[config.mk]
export PLATFORM = sky130hd
export DESIGN_NAME = seg7_scan
export DESIGN_NICKNAME = d
export VERILOG_FILES = /design/src/rtl/seg7_pkg.sv /design/src/rtl/seg7_scan_hex.sv /design/src/rtl/seg7_scan.sv
export SDC_FILE = /design/constraint.sdc
export NUM_CORES = 1
export LEC_CHECK = 0
export CORE_MARGIN = 10
export CORE_UTILIZATION = 57
export DETAILED_ROUTE_END_ITERATION = 8
export GPL_TIMING_DRIVEN = 0
export PLACE_DENSITY = 0.94
export SLEW_MARGIN = 10
export SYNTH_ARGS = -nofsm -noshare
export SYNTH_HDL_FRONTEND = slang
export SYNTH_SLANG_ARGS = --single-unit
[constraint.sdc]
create_clock -name clk -period 4.45 [get_ports clk]
set_input_delay 0.6675 -clock clk [delete_from_list [all_inputs] [get_ports clk]]
set_output_delay 0.6675 -clock clk [all_outputs]
set_load 0.005 [all_outputs]
[src/rtl/seg7_pkg.sv]
// seg7_pkg: shared types and constants for the seg7_scan display driver.
// Revision: 1.0
`default_nettype none

package seg7_pkg;

  typedef logic [7:0] seg7_t;

  localparam seg7_t SEG_BLANK = 8'hFF;

  // Active-low {dp,g,f,e,d,c,b,a}; dp is off (1) in every entry.
  localparam seg7_t HEX_SEG [16] = '{
    8'hC0, 8'hF9, 8'hA4, 8'hB0, 8'h99, 8'h92, 8'h82, 8'hF8,
    8'h80, 8'h90, 8'h88, 8'h83, 8'hC6, 8'hA1, 8'h86, 8'h8E
  };

  localparam logic [3:0] AN_OFF  = 4'b1111;
  localparam logic [3:0] AN_DIG0 = 4'b1110;
  localparam logic [3:0] AN_DIG1 = 4'b1101;
  localparam logic [3:0] AN_DIG2 = 4'b1011;
  localparam logic [3:0] AN_DIG3 = 4'b0111;

  function automatic logic [3:0] an_for_idx(input logic [1:0] idx);
    logic [3:0] pat;
    case (idx)
      2'd0:    pat = AN_DIG0;
      2'd1:    pat = AN_DIG1;
      2'd2:    pat = AN_DIG2;
      default: pat = AN_DIG3;
    endcase
    return pat;
  endfunction

endpackage

`default_nettype wire

[src/rtl/seg7_scan_hex.sv]
// hex_to_seg7: combinational nibble to active-low gfedcba decoder with blanking.
// Revision: 1.0
`default_nettype none

module hex_to_seg7
  import seg7_pkg::*;
(
  input  logic [3:0] i_nibble,
  input  logic       i_blank,
  output logic [6:0] o_seg
);

  seg7_t w_code;

  assign w_code = HEX_SEG[i_nibble];
  assign o_seg  = i_blank ? SEG_BLANK[6:0] : w_code[6:0];

endmodule

`default_nettype wire

[src/rtl/seg7_scan.sv]
// seg7_scan: four-digit multiplexed hex display driver with per-frame snapshot.
// Optional macro SEG7_LEAD_ZERO_BLANK_EN blanks leading zero digits. Revision: 1.0
`default_nettype none

module seg7_scan
  import seg7_pkg::*;
#(
  parameter int SCAN_DIV = 16384
) (
  input  logic        clk,
  input  logic        rst,
  input  logic [0:15] din,
  input  logic [3:0]  dp_in,
  output logic [3:0]  an,
  output logic [7:0]  seg,
  output logic        frame
);

  localparam int              PW     = (SCAN_DIV > 1) ? $clog2(SCAN_DIV) : 1;
  localparam logic [PW-1:0]   c_PMAX = PW'(SCAN_DIV - 1);

  if (SCAN_DIV < 2 || SCAN_DIV > 65536) begin : g_bad_div
    $error("seg7_scan: SCAN_DIV out of range 2..65536");
  end

  logic [PW-1:0] r_pcnt;
  logic [1:0]    r_idx;
  logic [15:0]   r_snap;
  logic [3:0]    r_dp_snap;
  logic          r_upd;
  logic          r_frame;
  logic [3:0]    r_an;
  seg7_t         r_seg;

  logic          w_tick;
  logic          w_wrap;
  logic [3:0]    w_nibble;
  logic          w_blank;
  logic [6:0]    w_gfedcba;

  assign w_tick   = (r_pcnt == c_PMAX);
  assign w_wrap   = w_tick && (r_idx == 2'd3);
  assign w_nibble = r_snap[{r_idx, 2'b00} +: 4];

`ifdef SEG7_LEAD_ZERO_BLANK_EN
  // A digit is a leading zero when it and every nibble above it are zero.
  assign w_blank = (r_idx != 2'd0) && ((r_snap >> {r_idx, 2'b00}) == 16'h0000);
`else
  assign w_blank = 1'b0;
`endif

  hex_to_seg7 u_dec (
    .i_nibble (w_nibble),
    .i_blank  (w_blank),
    .o_seg    (w_gfedcba)
  );

  always_ff @(posedge clk) begin
    if (rst) begin
      r_pcnt    <= '0;
      r_idx     <= 2'd3;
      r_snap    <= '0;
      r_dp_snap <= '0;
      r_upd     <= 1'b0;
      r_frame   <= 1'b0;
    end else begin
      r_pcnt  <= w_tick ? '0 : r_pcnt + PW'(1);
      r_upd   <= w_tick;
      r_frame <= w_wrap;
      if (w_tick) begin
        r_idx <= r_idx + 2'd1;
      end
      // Inputs are only sampled at the frame boundary so a frame never tears.
      if (w_wrap) begin
        r_snap    <= din;
        r_dp_snap <= dp_in;
      end
    end
  end

  // Display registers follow idx one cycle after each tick.
  always_ff @(posedge clk) begin
    if (rst) begin
      r_an  <= AN_OFF;
      r_seg <= SEG_BLANK;
    end else if (r_upd) begin
      r_an  <= an_for_idx(r_idx);
      r_seg <= {~r_dp_snap[r_idx], w_gfedcba};
    end
  end

  assign an    = r_an;
  assign seg   = r_seg;
  assign frame = r_frame;

endmodule

`default_nettype wire
# == Word level (Yosys, flattened, before mapping) ==
# Memories as Yosys holds them, arrays and structs flattened. A register that Yosys moved wholly into a read port is not among the register bits.
# Index checks and enable logic that the tools add are counted.
# word_totals
regBits,50
latchBits,0
ram_bits,0
mem_bits_ro,128
input_bits,22
output_inout_bits,13
elab_cells,28
n_memories,1
# classes
add_sub_neg,2
mul,0
div,0
n_lt_le_gt_ge,2
n_eq_ne,4
shifts,1
mux,5
n_bitwise,2
reduce_logical,3
# memory_table
memory,depth,width,rd,rd_clocked_by_memory_dff,write_ports,line,rtl
(name not given),16,8,1,1,0,seg7_scan_hex.sv:15,assign w_code = HEX_SEG[i_nibble];
# op_table
op,count
$shiftx 16x5->4,1
$add 14x1->14 const B,1
$eq 14x14->1 const B,1
$mux 7,2
$pmux 4 s3,1
$ge 5x5->1 const B,1
$not 4->5,1
$eq 2x2->1 const B,2
$lt 2x3->1 const B,1
$add 2x1->2 const B,1
$bmux 1 s2,1
$eq 2x1->1 const B,1
$logic_not 2->1,1
$reduce_or 2->1,1
$logic_and 1x1->1,1
$mux 1,1
$not 1->1,1

# == Depth between registers and ports, before layout ==
# depth
word_depth,5
ltp_mapped,8
ltp_nobuf,7

# == Cells and area by module ==
# From an unflattened synthesis, not the netlist that was laid out.
# hier_totals
hier_cells,239
area_unflattened_um2,2409.8
# by_module_without_submodules
mod,n_inst,cells_each,area_each_um2,seq_area_each_um2
seg7_scan,1,204,2110.8,1001.0
hex_to_seg7,1,35,299.0,0.0

# == Worst setup path before layout ==
# Ideal clock, no wire load.
# synth_path
path_kind,reg2reg
from,register r_idx[0]
to,register r_seg[3] (netlist: seg[3])
arrival_ps,2058
t_required_ps,4328
setup_slack_ps,2270
stages_incl_launch_ff,7
path_buffers,1
synth_period_minus_slack_ps,2180
path_cell_list,dfxtp_1 > buf_6 > mux4_2 > ha_1 > and2_4 > or3b_1 > a311o_1
# synth_via
elab_chain_cells,2
# synth_rtl
element,line,rtl
"start, declared",seg7_scan.sv:27,logic [1:0] r_idx;
"start signal, assigned",seg7_scan.sv:71,r_idx <= r_idx + 2'd1;
$shiftx 16x5->4,seg7_scan.sv:43,"assign w_nibble = r_snap[{r_idx, 2'b00} +: 4];"
$not 4->5 (not written as such),seg7_scan_hex.sv:15,
"end, declared",seg7_scan.sv:33,seg7_t r_seg;
# No other way between the ends.
# A chain may end at the register's enable or synchronous reset.

# == Final worst setup path ==
# Same ends and word-level chain as after synthesis.

==> impl_metrics.ini <==
[status]
status = finished clean

[layout]
final_cells = 349
synthToLayoutAreaGrowth_pct = 21.03
layout-drive-gt1-share = 0.05648
nNetsFinal = 334
antenna_cells = 0

[place]
preCtsSetupSlack_ps = 2121
post-place-cells = 342
port_buffers = 34
hpwl_um = 4067
gp_congestion = 0.8901

[synthesis]
synth.top_cell.area_share = 0.4381
ys_types = 38
synth_ff_type = dfxtp_1
synth_area_leaders = dfxtp_1 (44%), nand3_1 (6.1%), ha_1 (6.0%), o21ai_0 (5.9%), a21oi_1 (5.3%)
seq_area_frac_synth = 0.4381
synth_commonest_cells = dfxtp_1 (50), nand3_1 (28), o21ai_0 (27), a21oi_1 (24), nor2_1 (22)
async_reset_ff_frac = 0
synth_seq_cells = 50
yosysMostFrequentCell = dfxtp_1
syn_area_um2 = 2285
synth_edf_count = 0
ys_warn_count = 0
syn_nets = 293
syn_inst = 260
syn_area_per_cell_um2 = 8.787
synth_top_area_cell = dfxtp_1

[die]
dieArea_um2 = 6941
io_pins = 35
die_h_um = 83.31
start_util = 0.6058
coreArea_um2 = 3771
die_w_um = 83.31
std_cell_rows = 22

[critical_path]
worstReg2RegStart = r_idx[0]
start_kind = register
critical_path_required_ps = 4650
cp_max_fo = 7
crit_type = register to register
end_kind = register
worstRegToRegCells = 6
arrival_ps = 2570
crit_start = r_idx[0]

[route]
wire_per_inst_um = 15.64
post-route-drc-count = 0
postRouteWirelength_um = 5457
first_pass_iters = 4
drt_iter0_markers = 112
antenna_left = 0
vias_per_cell = 5.926
vias = 2068

[grt]
track_usage = 0.1605
grt_max_degree = 15
grt_pass1_wl_um = 9473
overflow = 0
antenna_found_initial = 0
grt_pass1_vias = 1984

[clocking]
post-cts-setup-buffer-count = 0
ctsRootBufferMaster = clkbuf_8
cts_num_sinks = 50
path_clk_slew_ps = 90
clkLatencyLatePin_ps = 310
cts_max_level = 2
clock_path_buffers = 2
hold_buffers = 0
cts_resized = 0
cts_buffers = 5
cts_tree = done

[pwr]
design_power_total_w = 0.0007361
p_leak_nw = 0.9794
pwr_density_cell_nw_per_um2 = 266.2
peakVddDrop_mv = 0.1693

[sta]
rsz0062_at_grt = no
period_needed_ps = 2369
setup_ws_ps = 2081
timing.final.crit_share = 0.5323
clock_skew_ps = 5.829
tightest_slew_ps = 552.0
final.setup.tns_ps = 0
maxSlewViolCount = 0
hold_viol_final = 0
fmax_mhz = 422.2
setup_viol = 0
slew_headroom = 0.6290

[hold_path]
hold_path.class = register to register
min-delay-start = r_pcnt[0]
hold_depth = 1

[flow_run]
cap_violations = 0
[layout make-up]
| class | instances | area (µm²) |
|---|---|---|
| Timing Repair Buffer | 34 | 340.3 |
| Clock buffer | 6 | 72.57 |
| Clock inverter | 1 | 7.507 |
| Fill cell | 295 | 1006 |
| Sequential cell | 50 | 1001 |
| Tap cell | 48 | 60.06 |
| Inverter | 7 | 26.28 |
| Multi-Input combinational cell | 185 | 1180 |
| Buffer | 18 | 77.57 |
[critical path, cell delays in order (launching register included)]
cell     delay (ps)
dfxtp_1         410
buf_6           170
mux4_2          600
ha_1            260
and2_4          140
or3b_1          360
a311o_1         320
[flip-flops by register name, summed over array words and instances, names as in the netlist]
register / count
r_upd: 1
frame: 1
seg: 8
r_pcnt: 14
r_snap: 16
an: 4
r_idx: 2
r_dp_snap: 4
[per-layer routing]
metal  track usage  share of wire
met2        0.2730           0.51
met3       0.03125          0.057
met4       0.08615          0.014
met5             0              0
met1        0.1835           0.42
[power breakdown]
| group | internal [W] | switching (W) | total, W |
|---|---|---|---|
| clock network | 0.000108 | 0.000145 | 0.000253 |
| registers | 0.000449 | 0.00000183 | 0.000451 |
| logic | 0.0000195 | 0.0000125 | 0.0000320 |
| total | 0.000577 | 0.000159 | 0.000736 |
[through the flow]
step / utilization / instance area, µm² / hold WS [ps]
final: 0.7332 / 2765 / 448.8
after detailed placement: 0.7120 / 2685 / 434.5
after floorplan: - / 2285 / 413.2
after global placement: 0.7120 / 2685 / 422.3
after global routing: 0.7332 / 2765 / 472.6
after CTS: 0.7332 / 2765 / 446.5
[cell usage in the layout, fill, tap and decap left out, drive strengths merged, types with 11 or more instances in the layout]
cell / Yosys / final
a21oi: 24 / 24
clkbuf: 15 / 21
clkdlybuf4s50: 0 / 34
dfxtp: 50 / 50
ha: 11 / 11
nand2: 18 / 18
nand3: 28 / 28
nor2: 22 / 22
o21ai: 28 / 28
[kinds of logic after synthesis]
| logic type | count (synthesis) | synth area share |
|---|---|---|
| xor gates and xnor gates | 12 | 0.04600 |
| and+or+nand+nor | 91 | 0.1939 |
| adders and majority gates | 11 | 0.06024 |
| muxes | 8 | 0.06298 |
| DFF | 50 | 0.4381 |
| buffers and inverters | 25 | 0.04545 |
| AOI/OAI and AO/OA | 63 | 0.1533 |
[path summary, 6_finish.rpt]
check,slack (ps),end
min reg2reg,450,r_pcnt[0]
min,450,r_pcnt[0]
max reg2reg,2080,seg[3]
max,2080,seg[3]
No activity file was read; power rests on OpenSTA's default activity.
